File: config.mk
export PLATFORM = sky130hd
export DESIGN_NAME = bank_router
export DESIGN_NICKNAME = d
export VERILOG_FILES = /design/src/rtl/bank_router_pkg.sv /design/src/rtl/bank_router_win_handshake.sv /design/src/rtl/bank_router.sv
export SDC_FILE = /design/constraint.sdc
export NUM_CORES = 1
export LEC_CHECK = 0
export ABC_AREA = 1
export BUFFER_PORTS_ARGS = -buffer_cell sky130_fd_sc_hd__clkbuf_2
export CAP_MARGIN = 25
export CORE_MARGIN = 2
export CORE_UTILIZATION = 41
export DETAILED_ROUTE_END_ITERATION = 7
export GPL_ROUTABILITY_DRIVEN = 0
export PLACE_DENSITY_LB_ADDON = 0.25
export SLEW_MARGIN = 20
export SYNTH_ARGS = -nofsm -noshare
export SYNTH_HDL_FRONTEND = slang
export SYNTH_SLANG_ARGS = --single-unit
File: constraint.sdc
create_clock -name clock -period 1.5 [get_ports clock]
set_clock_uncertainty 0.05 [all_clocks]
set_input_delay 0.375 -clock clock [delete_from_list [all_inputs] [get_ports clock]]
set_output_delay 0.375 -clock clock [all_outputs]
set_load 0.01 [all_outputs]
File: src/rtl/bank_router_pkg.sv
// Shared definitions for the banked data-memory router: handshake FSM
// encoding, status register layout and the value returned for reads that
// no target answers.
package bank_router_pkg;

  // Window handshake states. Every window access passes IDLE -> REQ -> DONE.
  typedef enum logic [1:0] {
    ST_IDLE = 2'd0,
    ST_REQ  = 2'd1,
    ST_DONE = 2'd2
  } hs_state_t;

  // Bit position of the sticky error flag inside the status register.
  localparam int ERR_BIT = 0;

  // Read value for unmapped slots and for timed-out requests.
  localparam logic [7:0] UNMAPPED_VAL = 8'hFF;

  // Build the status register byte from the sticky error flag.
  function automatic logic [7:0] status_byte(input logic err);
    logic [7:0] s;
    s = 8'h00;
    s[ERR_BIT] = err;
    return s;
  endfunction

endpackage

File: src/rtl/bank_router_win_handshake.sv
// Request/acknowledge engine for the banked window. Holds the target select
// latched at request start, counts cycles spent waiting for the acknowledge,
// and captures the returned byte (or the unmapped value on timeout).
module win_handshake
  import bank_router_pkg::*;
#(
  parameter int NUM_TARGETS = 4,
  parameter int TIMEOUT     = 255
) (
  input  logic                     clock,
  input  logic                     reset,
  input  logic                     start,
  input  logic                     wr,
  input  logic [NUM_TARGETS-1:0]   sel,
  input  logic [8*NUM_TARGETS-1:0] win_q,
  input  logic [NUM_TARGETS-1:0]   win_ack,
  output hs_state_t                state,
  output logic                     win_req,
  output logic [NUM_TARGETS-1:0]   win_sel,
  output logic                     win_we,
  output logic [7:0]               rdata,
  output logic                     timeout
);

  localparam logic [7:0] TIMEOUT_V = 8'(TIMEOUT);

  hs_state_t              state_r;
  logic                   req_r;
  logic [NUM_TARGETS-1:0] sel_r;
  logic                   we_r;
  logic [7:0]             cnt_r;
  logic [7:0]             data_r;

  logic                   ack_s;
  logic [7:0]             q_s;
  logic [7:0]             cnt_next_s;

  // Acknowledge and read data of the latched target only; other acks are ignored.
  always_comb begin
    q_s = 8'h00;
    for (int i = 0; i < NUM_TARGETS; i++) begin
      if (sel_r[i]) begin
        q_s = q_s | win_q[8*i +: 8];
      end else begin
        q_s = q_s;
      end
    end
    if (state_r == ST_REQ) begin
      ack_s = |(win_ack & sel_r);
    end else begin
      ack_s = 1'b0;
    end
  end

  // cnt_next_s is the number of REQ cycles including the current one.
  assign cnt_next_s = cnt_r + 8'd1;
  assign timeout    = (state_r == ST_REQ) && !ack_s && (cnt_next_s == TIMEOUT_V);

  // Handshake FSM with registered request strobe, select, direction and data latch.
  always_ff @(posedge clock or posedge reset) begin
    if (reset) begin
      state_r <= ST_IDLE;
      req_r   <= 1'b0;
      sel_r   <= '0;
      we_r    <= 1'b0;
      cnt_r   <= 8'd0;
      data_r  <= UNMAPPED_VAL;
    end else begin
      case (state_r)
        ST_IDLE: begin
          cnt_r <= 8'd0;
          if (start) begin
            state_r <= ST_REQ;
            req_r   <= 1'b1;
            sel_r   <= sel;
            we_r    <= wr;
          end
        end
        ST_REQ: begin
          cnt_r <= cnt_next_s;
          if (ack_s) begin
            data_r  <= q_s;
            state_r <= ST_DONE;
            req_r   <= 1'b0;
            sel_r   <= '0;
            we_r    <= 1'b0;
          end else if (timeout) begin
            data_r  <= UNMAPPED_VAL;
            state_r <= ST_DONE;
            req_r   <= 1'b0;
            sel_r   <= '0;
            we_r    <= 1'b0;
          end
        end
        ST_DONE: begin
          state_r <= ST_IDLE;
        end
        default: begin
          state_r <= ST_IDLE;
          req_r   <= 1'b0;
          sel_r   <= '0;
          we_r    <= 1'b0;
        end
      endcase
    end
  end

  assign state   = state_r;
  assign win_req = req_r;
  assign win_sel = sel_r;
  assign win_we  = we_r;
  assign rdata   = data_r;

endmodule

File: src/rtl/bank_router.sv
// Data-side memory router for the AVR core. Addresses outside the banked
// window go to internal SRAM with no wait states; the window is routed to
// one of several slow targets chosen by an I/O bank register, with CPU stall,
// timeout and a sticky error flag in a status register.
module bank_router
  import bank_router_pkg::*;
#(
  parameter logic [15:0] WIN_BASE    = 16'hF000,
  parameter int          WIN_BITS    = 12,
  parameter int          SUB_BITS    = 1,
  parameter int          NUM_TARGETS = 4,
  parameter logic [15:0] BANK_PORT   = 16'h0020,
  parameter int          TIMEOUT     = 255
) (
  input  logic                         clock,
  input  logic                         reset,
  input  logic [15:0]                  cpu_address,
  input  logic [7:0]                   cpu_data_o,
  input  logic                         cpu_wren,
  input  logic                         cpu_rden,
  output logic [7:0]                   cpu_data_i,
  output logic                         cpu_stall,
  output logic [15:0]                  sram_address,
  output logic [7:0]                   sram_data,
  output logic                         sram_wren,
  input  logic [7:0]                   sram_q,
  output logic [SUB_BITS+WIN_BITS-1:0] win_address,
  output logic [7:0]                   win_data,
  output logic [NUM_TARGETS-1:0]       win_sel,
  output logic                         win_req,
  output logic                         win_we,
  input  logic [8*NUM_TARGETS-1:0]     win_q,
  input  logic [NUM_TARGETS-1:0]       win_ack,
  output logic [7:0]                   bank
);

  localparam logic [15:0] WIN_MASK    = 16'((32'd1 << WIN_BITS) - 32'd1);
  localparam logic [15:0] STATUS_PORT = BANK_PORT + 16'd1;

  logic [7:0]             bank_r;
  logic                   err_r;

  logic                   hit_s;
  logic                   bank_port_s;
  logic                   status_port_s;
  logic                   port_s;
  logic [7:0]             t_s;
  logic                   mapped_s;
  logic                   access_s;
  logic                   win_access_s;
  logic [NUM_TARGETS-1:0] sel_s;

  hs_state_t              hs_state_s;
  logic [7:0]             hs_data_s;
  logic                   timeout_s;

  // Address decode and target mapping from the current bank register.
  always_comb begin
    hit_s         = ((cpu_address & ~WIN_MASK) == WIN_BASE);
    bank_port_s   = (cpu_address == BANK_PORT);
    status_port_s = (cpu_address == STATUS_PORT);
    port_s        = bank_port_s | status_port_s;
    t_s           = bank_r >> SUB_BITS;
    mapped_s      = (int'(t_s) >= 1) && (int'(t_s) < NUM_TARGETS);
    access_s      = cpu_rden | cpu_wren;
    win_access_s  = hit_s & mapped_s & access_s;
    if (mapped_s) begin
      sel_s = NUM_TARGETS'(1) << t_s;
    end else begin
      sel_s = '0;
    end
  end

  win_handshake #(
    .NUM_TARGETS (NUM_TARGETS),
    .TIMEOUT     (TIMEOUT)
  ) u_hs (
    .clock   (clock),
    .reset   (reset),
    .start   (win_access_s),
    .wr      (cpu_wren),
    .sel     (sel_s),
    .win_q   (win_q),
    .win_ack (win_ack),
    .state   (hs_state_s),
    .win_req (win_req),
    .win_sel (win_sel),
    .win_we  (win_we),
    .rdata   (hs_data_s),
    .timeout (timeout_s)
  );

  // Bank register loads from a CPU write to the bank port; takes effect on the next access.
  always_ff @(posedge clock or posedge reset) begin
    if (reset) begin
      bank_r <= 8'h00;
    end else if (cpu_wren && bank_port_s) begin
      bank_r <= cpu_data_o;
    end else begin
      bank_r <= bank_r;
    end
  end

  // Sticky error flag: set by a timeout, cleared by writing 1 to its status bit; set has priority.
  always_ff @(posedge clock or posedge reset) begin
    if (reset) begin
      err_r <= 1'b0;
    end else if (timeout_s) begin
      err_r <= 1'b1;
    end else if (cpu_wren && status_port_s && cpu_data_o[ERR_BIT]) begin
      err_r <= 1'b0;
    end else begin
      err_r <= err_r;
    end
  end

  // Read data mux: ports first, then window (latched or unmapped), then SRAM.
  always_comb begin
    if (bank_port_s) begin
      cpu_data_i = bank_r;
    end else if (status_port_s) begin
      cpu_data_i = status_byte(err_r);
    end else if (hit_s) begin
      if (mapped_s) begin
        cpu_data_i = hs_data_s;
      end else begin
        cpu_data_i = UNMAPPED_VAL;
      end
    end else begin
      cpu_data_i = sram_q;
    end
  end

  // The CPU is held from the first cycle of a mapped window access until DONE.
  assign cpu_stall    = win_access_s && (hs_state_s != ST_DONE);

  assign sram_address = cpu_address;
  assign sram_data    = cpu_data_o;
  assign sram_wren    = cpu_wren & ~hit_s & ~port_s;

  assign win_address  = {bank_r[SUB_BITS-1:0], cpu_address[WIN_BITS-1:0]};
  assign win_data     = cpu_data_o;
  assign bank         = bank_r;

endmodule

* After elaboration in Yosys (flattened, before gate mapping)
Cells that the tools add are included.
** Storage, ports and cells
- Input bits :: 72
- Logic and storage cells :: 79
- Flip-flop bits (word level) :: 33
- Output and inout port bits :: 69
** Operators by class
- Equality and inequality tests :: 9
- Shift operators :: 1
- Muxes and demuxes :: 29
- $add $sub $neg :: 1
- Reductions and logical operators :: 16
- Order comparisons :: 2
- Bitwise gates (word level) :: 13
** Operators with widths (number)
- $mux 8 :: 10
- $eq 16x6->1 const B :: 2
- $or 8x8->8 :: 3
- $mux 4 :: 4
- $pmux 8 s2 :: 1
- $pmux 4 s3 :: 1
- $add 8x1->8 const B :: 1
- $eq 8x8->1 const B :: 1
- $ge 7x1->1 const B :: 1
- $logic_and 1x1->1 :: 7
- $lt 7x3->1 const B :: 1
- $mux 1 :: 7
- $shl 1x7->4 const A :: 1
- $mux 2 :: 3
- $pmux 1 s3 :: 2
- $reduce_bool 2->1 :: 3
- $and 1x1->1 :: 4
- $and 4x4->4 :: 1
- $eq 4x4->1 const B :: 1
- $ne 2x2->1 const B :: 2
- $pmux 2 s2 :: 1
- $reduce_and 2->1 :: 2
- $reduce_or 4->1 :: 1
- $ne 3x2->1 const B :: 1
- 7 further kinds :: 10

* Depth between registers and ports, before layout
- Word-level depth :: 9
- Mapped depth :: 12
- Depth with buffers taken out :: 12

* Cells and area by module
A second synthesis with hierarchy kept.
** Unflattened totals
- Cells, all modules :: 365
- Area, all modules :: 2613.8 sq um
** By module, submodules not included
- win_handshake :: area each 1393.8 sq um, seq. area each 610.6 sq um, times used 1, cells an instance 180
- bank_router :: area each 1219.9 sq um, seq. area each 225.2 sq um, times used 1, cells an instance 185

* Worst setup path before layout
No wires, ideal clock.
- Path type :: input-to-output
- Start :: in cpu_address[11]
- End :: out cpu_data_i[1]
- Arrival :: 1.272 ns
- Buffers on the path :: 0
- Data required time :: 1.075 ns
- Setup slack :: -0.197 ns
- Cell stages on the path :: 4
- Path through :: or2_4 > nor3_4 > nand2_1 > o22ai_1
** On the way
- Longest elaborated chain between the ends :: 3
- Elaborated cells between the ends (all ways) :: 4
- Classes of those cells :: eq/ne: 2; mux: 2
** RTL lines
- from (decl) :: line bank_router.sv:17 : input logic [15:0] cpu_address,
- $eq 16x6->1 :: line bank_router.sv:61 : status_port_s = (cpu_address == STATUS_PORT);
- $mux 8 :: line bank_router.sv:121 : end else if (status_port_s) begin
- $mux 8 * :: line bank_router.sv:119 : if (bank_port_s) begin
- to (decl) :: line bank_router.sv:21 : output logic [7:0] cpu_data_i,
Mark *: on every way between the ends. The rest lies on a longest branch, timed or not.

* Worst setup path in the final report
- Start :: reg bank_r[6] (netlist: bank[6])
- End :: out cpu_data_i[0]
** On the way
- Longest elaborated chain between the ends :: 6
- Elaborated cells between the ends (all ways) :: 7
- Classes of those cells :: order compare: 2; mux: 4; reduce/logical: 1
** RTL lines
- from (decl) :: line bank_router.sv:40 : logic [7:0] bank_r;
- from (signal assigned) :: line bank_router.sv:98 : bank_r <= cpu_data_o;
- from (signal assigned) :: line bank_router.sv:100 : bank_r <= bank_r;
- $ge 7x1->1 / $lt 7x3->1 (equally long branches) :: line bank_router.sv:64 : mapped_s = (int'(t_s) >= 1) && (int'(t_s) < NUM_TARGETS);
- $logic_and 1x1->1 * :: line bank_router.sv:64
- $mux 8 * :: line bank_router.sv:124 : if (mapped_s) begin
- $mux 8 * :: line bank_router.sv:123 : end else if (hit_s) begin
- $mux 8 * :: line bank_router.sv:121
- $mux 8 * :: line bank_router.sv:119
Marked as above.

==> impl_metrics.py <==
metrics = {
    "timing": {
        "rsz0062_at_grt": "true",
        "slew_violations": 0,
        "fin_crit_sh_pct": 132,
        "worst_slack_ns": -0.473,
        "finalHoldViolations": 0,
        "fin_crit_ns": 1.97,
        "clock.fmax_mhz": 507,
        "slew_headroom_pct": 75.1,
        "worst_slew_pin_slew_ns": 0.372,
        "hold_ws_ns": 0.0594,
        "setup_viol": 27,
    },
    "layout": {
        "multi_input_area_um2": 1470,
        "areaGrowthSynthToFinish_pct": 51.2,
        "nFillCells": 584,
        "layout.nets": 592,
        "drive_above_1_share_pct": 60.5,
        "antenna_cells": 0,
        "stdcell_count": 596,
        "final_core_util_pct": 63.0,
        "regArea_um2": 837,
    },
    "cts": {
        "cts_tree": "done",
        "cts_buffer_depth": 2,
        "clk_pin_slew_ns": 0.07,
        "htreeDepth": 2,
        "cts-hold-fix-buffers": 0,
        "clock_latency_ns": 0.29,
        "cts_sinks": 33,
        "cts_root_buf": "clkbuf_8",
        "numCtsBuffers": 5,
    },
    "placed_design": {
        "place_ws_ns": -0.481,
        "numPortBuffers": 140,
        "dp_hpwl_um": 5560,
        "placed_cells": 569,
    },
    "synth": {
        "synth-seq-cells": 33,
        "synth_nets": 426,
        "yosysWarnings": 0,
        "synth_top_area_cell": "dfrtp_1",
        "postSynthCellCount": 352,
        "ys_seq_area_share_pct": 32.1,
        "syn_area_per_cell_um2": 7.39,
        "post-synth-top-area-fraction_pct": 24.0,
        "syn_area_um2": 2600,
        "yosysUniqueCellTypes": 36,
        "synth_area_leaders": "dfrtp_1 (24%), buf_4 (13%), nand2_1 (13%), dfstp_2 (8.1%), inv_1 (6.6%)",
    },
    "grt": {
        "grt_max_degree": 34,
        "use_met2_pct": 39.9,
        "antenna_found_initial": 0,
        "met1_usage_pct": 24.7,
        "grt.busiest_layer": "met2",
        "grt_pass1_wl_um": 12300,
        "overflow": 0,
        "grt_pass1_vias": 2814,
        "grt_use_total_pct": 21.4,
        "met3_usage_pct": 3.66,
    },
    "run_status": {
        "violations": "negative setup slack",
        "status": "finished, violations left",
    },
    "pwr": {
        "power.density_nw_per_um2": 491,
        "ir_worst_vdd_v": 0.000382,
        "p_leak_nw": 2.11,
    },
    "die": {
        "start_util_pct": 41.7,
        "ioPinCount": 141,
        "design.core.area_um2": 6240,
        "die_h_um": 83.7,
        "dieArea_um2": 7000,
        "die_x_um": 83.7,
        "rows": 29,
    },
    "worst_hold_path": {
        "hold_path.class": "input pin to async pin",
    },
    "detailed_routing": {
        "wirelength_um": 7760,
        "drt_iter0_drc": 95,
        "drtAntennaViolNets": 0,
        "route.detailed.drc": 0,
        "dr.pass1.iters": 4,
        "viasPerCell": 4.85,
        "vias": 2893,
        "wl_per_cell_um": 13.0,
    },
    "critical_path": {
        "crit_type": "flip-flop to primary output",
        "rr_startpoint": "bank[6]",
        "cp_max_fo": 2,
        "startpoint_type": "flip-flop",
        "cp.arrival_ns": 1.55,
        "required_ns": 1.07,
        "end_kind": "primary output",
        "critical_path.startpoint": "bank[6]",
    },
    "flow_run": {
        "maxCapViolCount": 0,
    },
}
-- timing repair --
action	in CTS	in global routing
setup endpoints to repair	28	36
pin swaps	17	13
gates cloned	1	1
setup buffers	12	9
resized for setup	33	29
-- metal layers --
| metal | routed length, um | part of all wire [%] |
|---|---|---|
| met4 | 90 | 1.2 |
| met5 | 0 | 0 |
| met1 | 3210 | 41 |
| met3 | 392 | 5.1 |
| met2 | 4060 | 52 |
-- cell usage in the layout (no fill, tap or decap), types with 4 or more instances in the layout --
cell	Yosys	final
dfrtp_1	25	24
nand4_1	12	12
nand2_2	6	20
clkbuf_2	0	139
nand3_2	2	5
inv_2	3	10
buf_4	46	60
nand2_1	91	74
o22ai_2	0	14
nand3_1	20	16
buf_6	4	8
dfstp_2	8	8
clkbuf_8	0	5
nand2_4	3	6
inv_1	46	38
nand3_4	1	4
o21ai_0	12	9
nor2_2	2	6
nor2_1	15	10
nor2_4	3	4
-- worst paths after layout --
path	endpoint	slack (ns)	depth (start not counted)
setup / recovery	cpu_data_i[0]	-0.47	8
hold / removal	u_hs.cnt_r[3]	0.06	3
setup reg to reg	u_hs.win_sel[3]	-0.28	11
hold reg to reg	u_hs.win_we	0.46	2
max in group asynchronous	u_hs.rdata[4]	1.09	3
min in group clock	bank[2]	0.28	3
-- critical path: stages (launching register included) --
cell      delay (ns)
dfrtp_1         0.41
inv_2           0.09
nand2_4         0.06
buf_4           0.13
nor3_2          0.16
nand4_1         0.14
nand3_2         0.09
a21oi_2         0.05
clkbuf_2        0.13
-- through the flow --
| step | power [mW] | instance area [um^2] | TNS, ns |
|---|---|---|---|
| 6_report | 1.93 | 3930 | -6.90 |
| 5_1_grt | 2.02 | 3930 | -9.10 |
| 4_1_cts | 1.94 | 3790 | -6.48 |
| 3_5_place_dp | 1.25 | 3460 | -8.62 |
| 3_3_place_gp | 1.25 | 3460 | -7.65 |
| 2_1_floorplan | 1.11 | 2670 | -1.29 |
-- cell type report --
class                   instances  area share (%)
well taps                      77            2.45
clock inverters                 3           0.445
multi-input cells             220            37.3
flip-flops and latches         33            21.3
inverters                      49            4.74
clock buffers                   5            1.75
repair buffers                209            32.1
-- cell usage after synthesis (all sizes together) --
cell,count
nand2,100
buf,52
inv,49
dfrtp,25
nand3,23
nor2,20
o22ai,18
o21ai,15
nand4,12
dfstp,8
nor3,8
o211ai,5
a21oi,4
a221oi,3
or2,3
ha,2
a21boi,1
a22o,1
nand3b,1
o2111ai,1
o21a,1
-- state kept, by name (all words and copies together) (netlist names) --
| name | flops |
|---|---|
| u_hs.rdata | 8 |
| u_hs.cnt_r | 8 |
| bank | 8 |
| err_r | 1 |
| u_hs.state | 2 |
| u_hs.win_sel | 4 |
| u_hs.win_req | 1 |
| u_hs.win_we | 1 |
-- logic make-up after synthesis --
logic type                 Yosys count  synth area share, %
AOI/OAI and AO/OA                   49                 13.0
adders and majority gates            2                0.961
and+or+nand+nor                    167                 31.5
buffers and inverters              101                 22.5
DFF                                 33                 32.1
-- report_power, final --
| group | internal [mW] | total (mW) | switching, mW |
|---|---|---|---|
| clock network | 0.320 | 0.674 | 0.354 |
| registers | 0.892 | 0.893 | 0.00126 |
| logic | 0.182 | 0.364 | 0.181 |
| total | 1.39 | 1.93 | 0.537 |
Note: power is estimated with default switching activity, not from simulation.
